===== config.mk =====
export PLATFORM = sky130hd
export DESIGN_NAME = spi_master_ctrl_flat
export DESIGN_NICKNAME = d
export VERILOG_FILES = /design/src/rtl/spi_master_ctrl_if.sv /design/src/rtl/spi_master_ctrl.sv /design/src/flat_wrapper.sv
export SDC_FILE = /design/constraint.sdc
export NUM_CORES = 1
export LEC_CHECK = 0
export CORE_ASPECT_RATIO = 1.4
export CORE_MARGIN = 10
export CORE_UTILIZATION = 50
export DETAILED_ROUTE_END_ITERATION = 7
export PLACE_DENSITY_LB_ADDON = 0.05
export SLEW_MARGIN = 20
export SYNTH_ARGS = -nofsm -noshare
export SYNTH_HDL_FRONTEND = slang
export SYNTH_SLANG_ARGS = --single-unit

===== constraint.sdc =====
create_clock -name clk -period 1.95 [get_ports clk]
set_input_delay 0.4875 -clock clk [delete_from_list [all_inputs] [get_ports clk]]
set_output_delay 0.4875 -clock clk [all_outputs]
set_load 0.01 [all_outputs]

===== src/rtl/spi_master_ctrl_if.sv =====
// spi_master_ctrl_if: host byte handshake and SPI pin bundle for spi_master_ctrl
interface spi_master_ctrl_if #(
    parameter int LEN_W = 4
);
    logic             start;
    logic [LEN_W-1:0] len;
    logic [7:0]       tx_data;
    logic             tx_valid;
    logic             tx_ready;
    logic [7:0]       rx_data;
    logic             rx_valid;
    logic             miso;
    logic             mosi;
    logic             sclk;
    logic             cs_n;
    logic             busy;
    logic             done;

    modport master (
        input  start, len, tx_data, tx_valid, miso,
        output tx_ready, rx_data, rx_valid, mosi, sclk, cs_n, busy, done
    );

    modport slave (
        output start, len, tx_data, tx_valid, miso,
        input  tx_ready, rx_data, rx_valid, mosi, sclk, cs_n, busy, done
    );
endinterface


===== src/rtl/spi_master_ctrl.sv =====
// spi_master_ctrl: mode-0 SPI frame sequencer, 1..2^LEN_W-1 bytes per frame.
// Build option SPI_MSB_FIRST_EN: shift bytes MSB first (default LSB first).
module spi_master_ctrl #(
    parameter int CLK_DIV = 4,
    parameter int LEN_W   = 4
) (
    input logic               clk,
    input logic               clr,
    spi_master_ctrl_if.master bus
);
    typedef enum logic [1:0] {IDLE, LOAD, SHIFT, HOLD} state_t;

    localparam logic [7:0] DIV_LAST = 8'(CLK_DIV - 1);

    state_t           state, state_nx;
    logic [7:0]       div_cnt;
    logic [2:0]       bit_cnt;
    logic [LEN_W-1:0] bytes_left;
    logic [7:0]       tx_shift, rx_shift, rx_data;
    logic             sclk, rx_valid, done;
    logic             tick, rise, fall, last, tx_bit;
    logic [7:0]       tx_next, rx_next;

`ifdef SPI_MSB_FIRST_EN
    assign tx_bit  = tx_shift[7];
    assign tx_next = {tx_shift[6:0], 1'b0};
    assign rx_next = {rx_shift[6:0], bus.miso};
`else
    assign tx_bit  = tx_shift[0];
    assign tx_next = {1'b0, tx_shift[7:1]};
    assign rx_next = {bus.miso, rx_shift[7:1]};
`endif

    assign tick = div_cnt == DIV_LAST;
    assign rise = tick && !sclk;
    assign fall = tick && sclk;
    assign last = fall && bit_cnt == 3'd7;

    assign bus.cs_n     = state == IDLE;
    assign bus.busy     = state != IDLE;
    assign bus.tx_ready = state == LOAD;
    assign bus.mosi     = (state == SHIFT) && tx_bit;
    assign bus.sclk     = sclk;
    assign bus.rx_data  = rx_data;
    assign bus.rx_valid = rx_valid;
    assign bus.done     = done;

    // state register; reset drops CS_N and stops SCLK without waiting for a clock
    always_ff @(posedge clk or posedge clr) begin
        if (clr) state <= IDLE;
        else     state <= state_nx;
    end

    // next state: LOAD stalls on missing TX byte, last byte of the frame goes to HOLD
    always_comb begin
        state_nx = state;
        case (state)
            IDLE:    state_nx = (bus.start && bus.len != '0) ? LOAD : IDLE;
            LOAD:    state_nx = bus.tx_valid ? SHIFT : LOAD;
            SHIFT:   state_nx = !last ? SHIFT : (bytes_left == LEN_W'(1)) ? HOLD : LOAD;
            default: state_nx = tick ? IDLE : HOLD;
        endcase
    end

    // divider, shift registers, byte counter and the one-cycle status pulses
    always_ff @(posedge clk or posedge clr) begin
        if (clr) begin
            div_cnt    <= '0;
            bit_cnt    <= '0;
            bytes_left <= '0;
            tx_shift   <= '0;
            rx_shift   <= '0;
            rx_data    <= '0;
            sclk       <= 1'b0;
            rx_valid   <= 1'b0;
            done       <= 1'b0;
        end else begin
            rx_valid <= 1'b0;
            done     <= 1'b0;
            case (state)
                IDLE: begin
                    div_cnt <= '0;
                    sclk    <= 1'b0;
                    if (bus.start && bus.len != '0) bytes_left <= bus.len;
                end
                LOAD: begin
                    div_cnt <= '0;
                    sclk    <= 1'b0;
                    if (bus.tx_valid) begin
                        tx_shift <= bus.tx_data;
                        bit_cnt  <= '0;
                    end
                end
                SHIFT: begin
                    div_cnt <= tick ? 8'd0 : div_cnt + 8'd1;
                    if (tick) sclk <= ~sclk;
                    if (rise) rx_shift <= rx_next;
                    if (fall) begin
                        tx_shift <= tx_next;
                        bit_cnt  <= bit_cnt + 3'd1;
                    end
                    if (last) begin
                        rx_data    <= rx_shift;
                        rx_valid   <= 1'b1;
                        bytes_left <= bytes_left - LEN_W'(1);
                    end
                end
                default: begin
                    div_cnt <= tick ? 8'd0 : div_cnt + 8'd1;
                    done    <= tick;
                end
            endcase
        end
    end
endmodule

===== src/flat_wrapper.sv =====
// flat-port wrapper written by rule: the top's interface ports become plain ports
module spi_master_ctrl_flat 
#(
    parameter int CLK_DIV = 4,
    parameter int LEN_W   = 4
)
  (clk, clr, bus_start, bus_len, bus_tx_data, bus_tx_valid, bus_miso, bus_tx_ready, bus_rx_data, bus_rx_valid, bus_mosi, bus_sclk, bus_cs_n, bus_busy, bus_done);
  spi_master_ctrl_if #(.LEN_W(LEN_W)) bus_i ();
  input logic clk;
  input logic clr;
  input wire logic [$bits(bus_i.start)-1:0] bus_start;
  input wire logic [$bits(bus_i.len)-1:0] bus_len;
  input wire logic [$bits(bus_i.tx_data)-1:0] bus_tx_data;
  input wire logic [$bits(bus_i.tx_valid)-1:0] bus_tx_valid;
  input wire logic [$bits(bus_i.miso)-1:0] bus_miso;
  output wire logic [$bits(bus_i.tx_ready)-1:0] bus_tx_ready;
  output wire logic [$bits(bus_i.rx_data)-1:0] bus_rx_data;
  output wire logic [$bits(bus_i.rx_valid)-1:0] bus_rx_valid;
  output wire logic [$bits(bus_i.mosi)-1:0] bus_mosi;
  output wire logic [$bits(bus_i.sclk)-1:0] bus_sclk;
  output wire logic [$bits(bus_i.cs_n)-1:0] bus_cs_n;
  output wire logic [$bits(bus_i.busy)-1:0] bus_busy;
  output wire logic [$bits(bus_i.done)-1:0] bus_done;
  assign bus_i.start = bus_start;
  assign bus_i.len = bus_len;
  assign bus_i.tx_data = bus_tx_data;
  assign bus_i.tx_valid = bus_tx_valid;
  assign bus_i.miso = bus_miso;
  assign bus_tx_ready = bus_i.tx_ready;
  assign bus_rx_data = bus_i.rx_data;
  assign bus_rx_valid = bus_i.rx_valid;
  assign bus_mosi = bus_i.mosi;
  assign bus_sclk = bus_i.sclk;
  assign bus_cs_n = bus_i.cs_n;
  assign bus_busy = bus_i.busy;
  assign bus_done = bus_i.done;
  spi_master_ctrl #(.CLK_DIV(CLK_DIV), .LEN_W(LEN_W)) u_core (.clk(clk), .clr(clr), .bus(bus_i));
endmodule

==> results of run 1 <==
synth_stat cells, drive strengths merged:
cell type  instances
a21oi              5
a22oi              1
a31oi              2
a41oi              1
and2               6
and3               3
and3b              1
buf                3
clkbuf             4
dfrtp             44
ha                 5
inv                8
mux2              16
mux2i              8
nand2             14
nand2b             1
nand3              8
nand3b             2
nand4              3
nor2              14
nor2b              2
nor3               3
nor3b              1
nor4               1
o211ai             3
o21ai             11
o22a               2
o22ai              1
or4                1
xnor2              4
xor2               3
layout make-up:
class | instances | area [um2] | area share
multi-input combinational | 122 | 894.6 | 0.3413
inverter | 8 | 30.03 | 0.01146
clock buffer | 5 | 68.82 | 0.02625
tap | 43 | 53.80 | 0.02053
sequential | 44 | 1101 | 0.4200
timing repair buffer | 43 | 425.4 | 0.1623
clock inverter | 3 | 47.55 | 0.01814
through the flow:
step	hold WS [ps]	utilization
floorplan	441.8	-
global placement	457.3	0.6341
detailed placement	464.8	0.6341
CTS	483.4	0.6644
global route	526.0	0.6689
finish	483.0	0.6689
sequential cells by signal (all words and copies together) (netlist names):
name	flops
u_core.bus.rx_valid	1
u_core.bus.sclk	1
u_core.bytes_left	4
u_core.rx_shift	8
u_core.bus.rx_data	8
u_core.div_cnt	8
u_core.state	2
u_core.bus.done	1
u_core.bit_cnt	3
u_core.tx_shift	8
routing by layer:
metal | global-route usage | vias to the layer above | wire length, um
met4 | 0.04984 | 0 | 74
met2 | 0.2272 | 31 | 2360
li1 | - | 712 | -
met1 | 0.1427 | 734 | 1706
met3 | 0.04054 | 9 | 240
met5 | 0 | - | 0
power groups by stage:
stage / Combinational (mW) / Sequential (mW) / Clock, mW
finish: 1.45 / 1.45 / 0.704
global route: 1.63 / 1.48 / 0.756
CTS: 1.44 / 1.42 / 0.725
detailed placement: 1.44 / 1.43 / 0
global placement: 1.37 / 1.42 / 0
floorplan: 0.954 / 1.39 / 0
cells by family (layout without fill, tap and decap cells):
group | count (synthesis) | count (layout) | synth area share
AO/OA/AOI/OAI | 26 | 26 | 0.07621
AND/OR/NAND/NOR | 60 | 60 | 0.1647
adder cells (fa/ha/maj) | 5 | 5 | 0.03073
buffers and inverters | 15 | 59 | 0.02950
multiplexers | 24 | 24 | 0.1278
flip-flops | 44 | 44 | 0.5409
XOR/XNOR | 7 | 7 | 0.03012
path summary, 6_finish.rpt:
kind | from | end | cells after the start
max | u_core.bus.sclk | bus_sclk | 1
min | u_core.tx_shift[0] | u_core.tx_shift[0] | 2
max reg2reg | u_core.div_cnt[0] | u_core.bytes_left[0] | 7
min reg2reg | u_core.tx_shift[0] | u_core.tx_shift[0] | 2
max in group asynchronous | clr | u_core.bit_cnt[0] | 3
min in group asynchronous | clr | u_core.bus.rx_data[1] | 3
repair_timing:
| item | CTS | global route |
|---|---|---|
| buffers inserted | 0 | 0 |
| setup endpoints to repair | 4 | 7 |
| resized for setup | 4 | 6 |
==> metrics.md, run 1 <==
| Metric | Value |
|---|---|
| Initial antenna violation count | 0 |
| Die width | ~74 um |
| Final cell count without fillers | 268 |
| CORE AREA | ~3900 um2 |
| CTS H-Tree Depth | 2 |
| DRC viols | 0 |
| Vias in the first global route | roughly 1600 |
| Total placed cells including tap cells | 260 |
| Max Cap Violations | 0 |
| Number of buffers created by CTS | 5 |
| Final Setup Violations | 0 |
| Crit. End Element | primary output |
| Cell accounting for the most synthesized area | dfrtp_1 |
| Internal Power | roughly 2.3 mW |
| Power per cell area | approximately 1400 nW/um2 |
| Mapped Cells | 181 |
| Layout cell share with drive strength beyond 1 | 0.2044 |
| Worst Skew | approximately 4.8 ps |
| Global Route Usage Sum | 0.1303 |
| DR iter-0 viols | 65 |
| Grt ovf | 0 |
| Reg2Reg Setup Slack | 120 ps |
| Worst IR Drop VDD | 0.9200 mV |
| Port Buffer Count | 31 |
| Final net count | between 200 and 250 |
| Pins Over Slew Limit | 0 |
| Kind of critical path | flip-flop to primary output |
| Max FO, Critical Path | 7 |
| Worst skew pair latency | a little under 300 ps |
| Filler instances | about 330 |
| Vias | between 1000 and 1500 |
| Total Power | 3.599 mW |
| Die ar. | approximately 7000 um2 |
| Worst Tran Pin Value | ~300 ps |
| Initial Util | 0.5195 |
| Rows | 27 |
| Mean Syn Cell Area | 11.25 um2 |
| Diode count | 0 |
| Gpl congestion | 0.7220 |
| Share of the synthesized area in the top cell type | 0.5409 |
| Most common cell after layout, fill and taps aside | dfrtp_1 |
| Clock root buffer | clkbuf_8 |
| Final WL | 4381 um |
| Clock network power share | 0.196 |
| Status | finished, final reports clean |
| Yosys cell types | 35 |
| Most frequent cells in the layout | dfrtp_1, clkdlybuf4s50_1, mux2_2, nor2_1, nand2_1 |
| Buffer and inverter count on the worst path | 1 |
| Crit-path slowest cell | clkdlybuf4s50_1 |
| Setup ws final | 58.85 ps |
| Chip height | between 90 and 100 um |
| Hold WC Path Type | flip-flop to flip-flop |
| Leak pwr | 1.264 nW |
| Final Critical Period | 1891 ps |
| Clk buf depth | 2 |
| WL/cell | 16.35 um |
| Mapped Nets | a little over 200 |
| CTS tree | yes |
| Logic pwr share | 0.403 |
| Largest net degree at the start of global routing | 45 |
| Pre-CTS WS | -256.4 ps |
| Crit path cell chain | clkdlybuf4s50_1 |
| Final Instance Area | between 2000 and 3000 um2 |
| I/O pin cnt | 32 |
| DRT Pass-1 Iters | 4 |
| Netlist Area Pre-Place | between 2000 and 2500 um2 |
| Sequential share of the synthesized area | 0.5409 |
| Worst Path Required | ~1500 ps |
| ANT nets after route | 0 |
| Fin crit share | 0.9698 |
| First-pass GRT wire length | ~7400 um |
| Sequential Power Share | 0.402 |
| Clk sinks | between 40 and 50 |
| Slew Limit Headroom | 0.7995 |
| Synth area leaders | dfrtp_1, mux2_2, mux2i_1, ha_1, o21ai_0 |
| Synth warnings | 0 |
| Sw Ratio | 0.3593 |
| Sw Pwr | about 1.3 mW |
| Fin Setup TNS | 0 ps |
| Post-detail-place hpwl | between 3000 and 4000 um |
| DR vias/cell | 5.545 |
| Worst Path Arrival | about 1400 ps |
| Hold Fails Final Rpt | 0 |
| Worst path max stage delay | roughly 600 ps |
| Fmax | around 530 MHz |
| Hold_buf cts | 0 |
| CP delay by family, top | buffers and inverters |
| FF+latch count, synth | 44 |
| Crit start category | flip-flop |
| Area after DPL | 2485 um2 |
| Clk slew on worst S/H paths | approximately 80 ps |
| Area growth from synthesis to layout | 28.76% |
(Power assumes the default switching activity.)
==> run 2, diff against run 1 <==
--- a/config.mk
+++ b/config.mk
@@ -5,7 +5,7 @@
 export SDC_FILE = /design/constraint.sdc
 export NUM_CORES = 1
 export LEC_CHECK = 0
-export CORE_ASPECT_RATIO = 1.4
+export CORE_ASPECT_RATIO = 0.5
 export CORE_MARGIN = 10
 export CORE_UTILIZATION = 50
 export DETAILED_ROUTE_END_ITERATION = 7
==> run 2 against run 1 <==
Effect of this change: utilization is 0.96 points higher; sequential share of layout area is 0.39 points lower; non-clock buffer count is 3 higher; first-iteration DRC count is 26% lower; clock power is 7.0% higher; critical path type is now input pin to flip-flop; cell count is 5.2% higher; global-route usage is 0.54 points lower; clock-buffer cell count is 2 higher.
==> metrics.md, run 2 (same netlist as run 1, synthesis figures left out) <==
| Metric | Value |
|---|---|
| Worst path max stage delay | roughly 520 ps |
| Buffer and inverter count on the worst path | 1 |
| Kind of critical path | input pin to flip-flop |
| Slew Limit Headroom | 0.7604 |
| Total Power | 3.574 mW |
| Layout cell share with drive strength beyond 1 | 0.2105 |
| Initial Util | 0.5215 |
| DR iter-0 viols | 48 |
| Clk buf depth | 2 |
| Crit. End Element | flip-flop |
| CP delay by family, top | simple AND/OR/NAND/NOR gates |
| Rows | 16 |
| Worst skew pair latency | 290 ps |
| Fin crit share | 0.9465 |
| Final Critical Period | ~1800 ps |
| Chip height | approximately 65 um |
| Filler instances | 300 |
| Die width | approximately 110 um |
| Clock root buffer | clkbuf_8 |
| Crit start category | input pin |
| Vias in the first global route | 1549 |
| Largest net degree at the start of global routing | 45 |
| CORE AREA | 3904 um2 |
| Worst Tran Pin Value | about 360 ps |
| Leak pwr | 1.267 nW |
| Worst Path Required | 2170 ps |
| Port Buffer Count | 31 |
| Reg2reg end | u_core.rx_shift[6] |
| Hold Fails Final Rpt | 0 |
| Clk sinks | 44 |
| Final Setup Violations | 0 |
| CTS tree | yes |
| I/O pin cnt | 32 |
| Gpl congestion | ~0.82 |
| RSZ-0062 raised after global routing | no |
| Hold Path Stages | 2 |
| Power per cell area | 1349 nW/um2 |
| Grt ovf | 0 |
| # Post-CTS Setup Buffers | 0 |
| First-pass GRT wire length | approximately 7200 um |
| Global Route Usage Sum | 0.1249 |
| Most frequent cells in the layout | dfrtp_1, clkdlybuf4s50_1, mux2_2 |
| DRC viols | 0 |
| Crit-path slowest cell | or4_1 |
| Critical R2R Launch | u_core.div_cnt[0] |
| Final WL | approximately 4100 um |
| Hold_ws | between 400 and 500 ps |
| Status | finished, final reports clean |
| Reg2Reg Setup Slack | ~140 ps |
| Initial antenna violation count | 0 |
| Hold_buf cts | 0 |
| Worst Hold End | u_core.tx_shift[0] |
| Worst Skew | roughly 2.3 ps |
| Number of buffers created by CTS | 5 |
| Area after DPL | roughly 2500 um2 |
| Worst-case reg-to-reg path depth | 6 |
| Storage element area | around 1100 um2 |
| Worst Path Arrival | just over 2000 ps |
| Hold WC Path Type | flip-flop to flip-flop |
| Pins Over Slew Limit | 0 |
| Final Instance Area | 2649 um2 |
| Fmax | 541.8 MHz |
| Most common cell after layout, fill and taps aside | dfrtp_1 |
| Post-detail-place hpwl | about 3100 um |
| Diode count | 0 |
| DRT Pass-1 Iters | 4 |
| Clk slew on worst S/H paths | about 80 ps |
| Hold Crit Start | u_core.tx_shift[0] |
| Max Cap Violations | 0 |
| DR vias/cell | a little over 5 |
| Multi-input gate area | a little under 900 um2 |
| Crit path cell chain | clkdlybuf4s50_1 > or4_1 > nand3_1 > and2_0 > mux2i_1 |
| CTS H-Tree Depth | 2 |
| Max FO, Critical Path | 5 |
| ANT nets after route | 0 |
| Final net count | 249 |
| Vias | around 1500 |
| Worst IR Drop VDD | approximately 0.71 mV |
| Die ar. | 7179 um2 |
| WL/cell | about 15 um |
| Stages on the worst setup path | 5 |
| Area growth from synthesis to layout | 30.12% |
## run 2: per-stage QoR
| stage | TNS, ps | setup WS [ps] | utilization | instances |
|---|---|---|---|---|
| finish | 0 | 104.3 | 0.6785 | 282 |
| global route | 0 | 13.33 | 0.6785 | 282 |
| CTS | 0 | 38.66 | 0.6782 | 282 |
| detailed placement | -904.2 | -210.6 | 0.6458 | 274 |
| global placement | -548.4 | -143.3 | 0.6458 | 274 |
| floorplan | 0 | 166.7 | - | 181 |
## run 2: power by group
part	switching, mW	total, mW	internal, mW	leakage [nW]
sequential	0.229	1.42	1.19	0.565
combinational	0.691	1.40	0.709	0.638
clock	0.301	0.753	0.452	0.0645
total	1.22	3.57	2.35	1.27
## run 2: worst max-delay path by stage
stage,startpoint,to,slack [ps]
2_1_floorplan,u_core.div_cnt[0],u_core.rx_shift[7],170
3_3_place_gp,bus_len[2],u_core.bytes_left[1],-140
3_5_place_dp,bus_len[2],u_core.bytes_left[1],-210
4_1_cts,u_core.bus.sclk,bus_sclk,40
5_1_grt,u_core.div_cnt[0],u_core.tx_shift[7],10
6_report,bus_len[2],u_core.bytes_left[1],100
## run 2: what timing repair did
item | 4_1_cts | 5_1_grt
hold endpoints to repair | 0 | 0
endpoints found under the setup margin | 4 | 1
gates resized for setup | 6 | 1
## run 2: metal layers
metal | up-vias | share of wire | global-route usage
met1 | 713 | 0.47 | 0.1555
met3 | 9 | 0.063 | 0.05350
met4 | 0 | 0.015 | 0.04299
met5 | - | 0 | 0
met2 | 22 | 0.45 | 0.1912
li1 | 720 | - | -
## run 2: final cells by class
| cell class | count | area share |
|---|---|---|
| sequential | 44 | 0.4162 |
| multi-input combinational | 122 | 0.3321 |
| timing repair buffer | 46 | 0.1672 |
| clock buffer | 7 | 0.03637 |
| tap | 54 | 0.02551 |
| clock inverter | 1 | 0.01134 |
| inverter | 8 | 0.01134 |
## run 2: worst reg2reg max path, stage by stage (launching register included)
cell and delay (ps):
dfrtp_1 400, ha_1 210, nor3b_2 270, nand2_2 120
nor3_4 200, buf_12 150, mux2_2 340
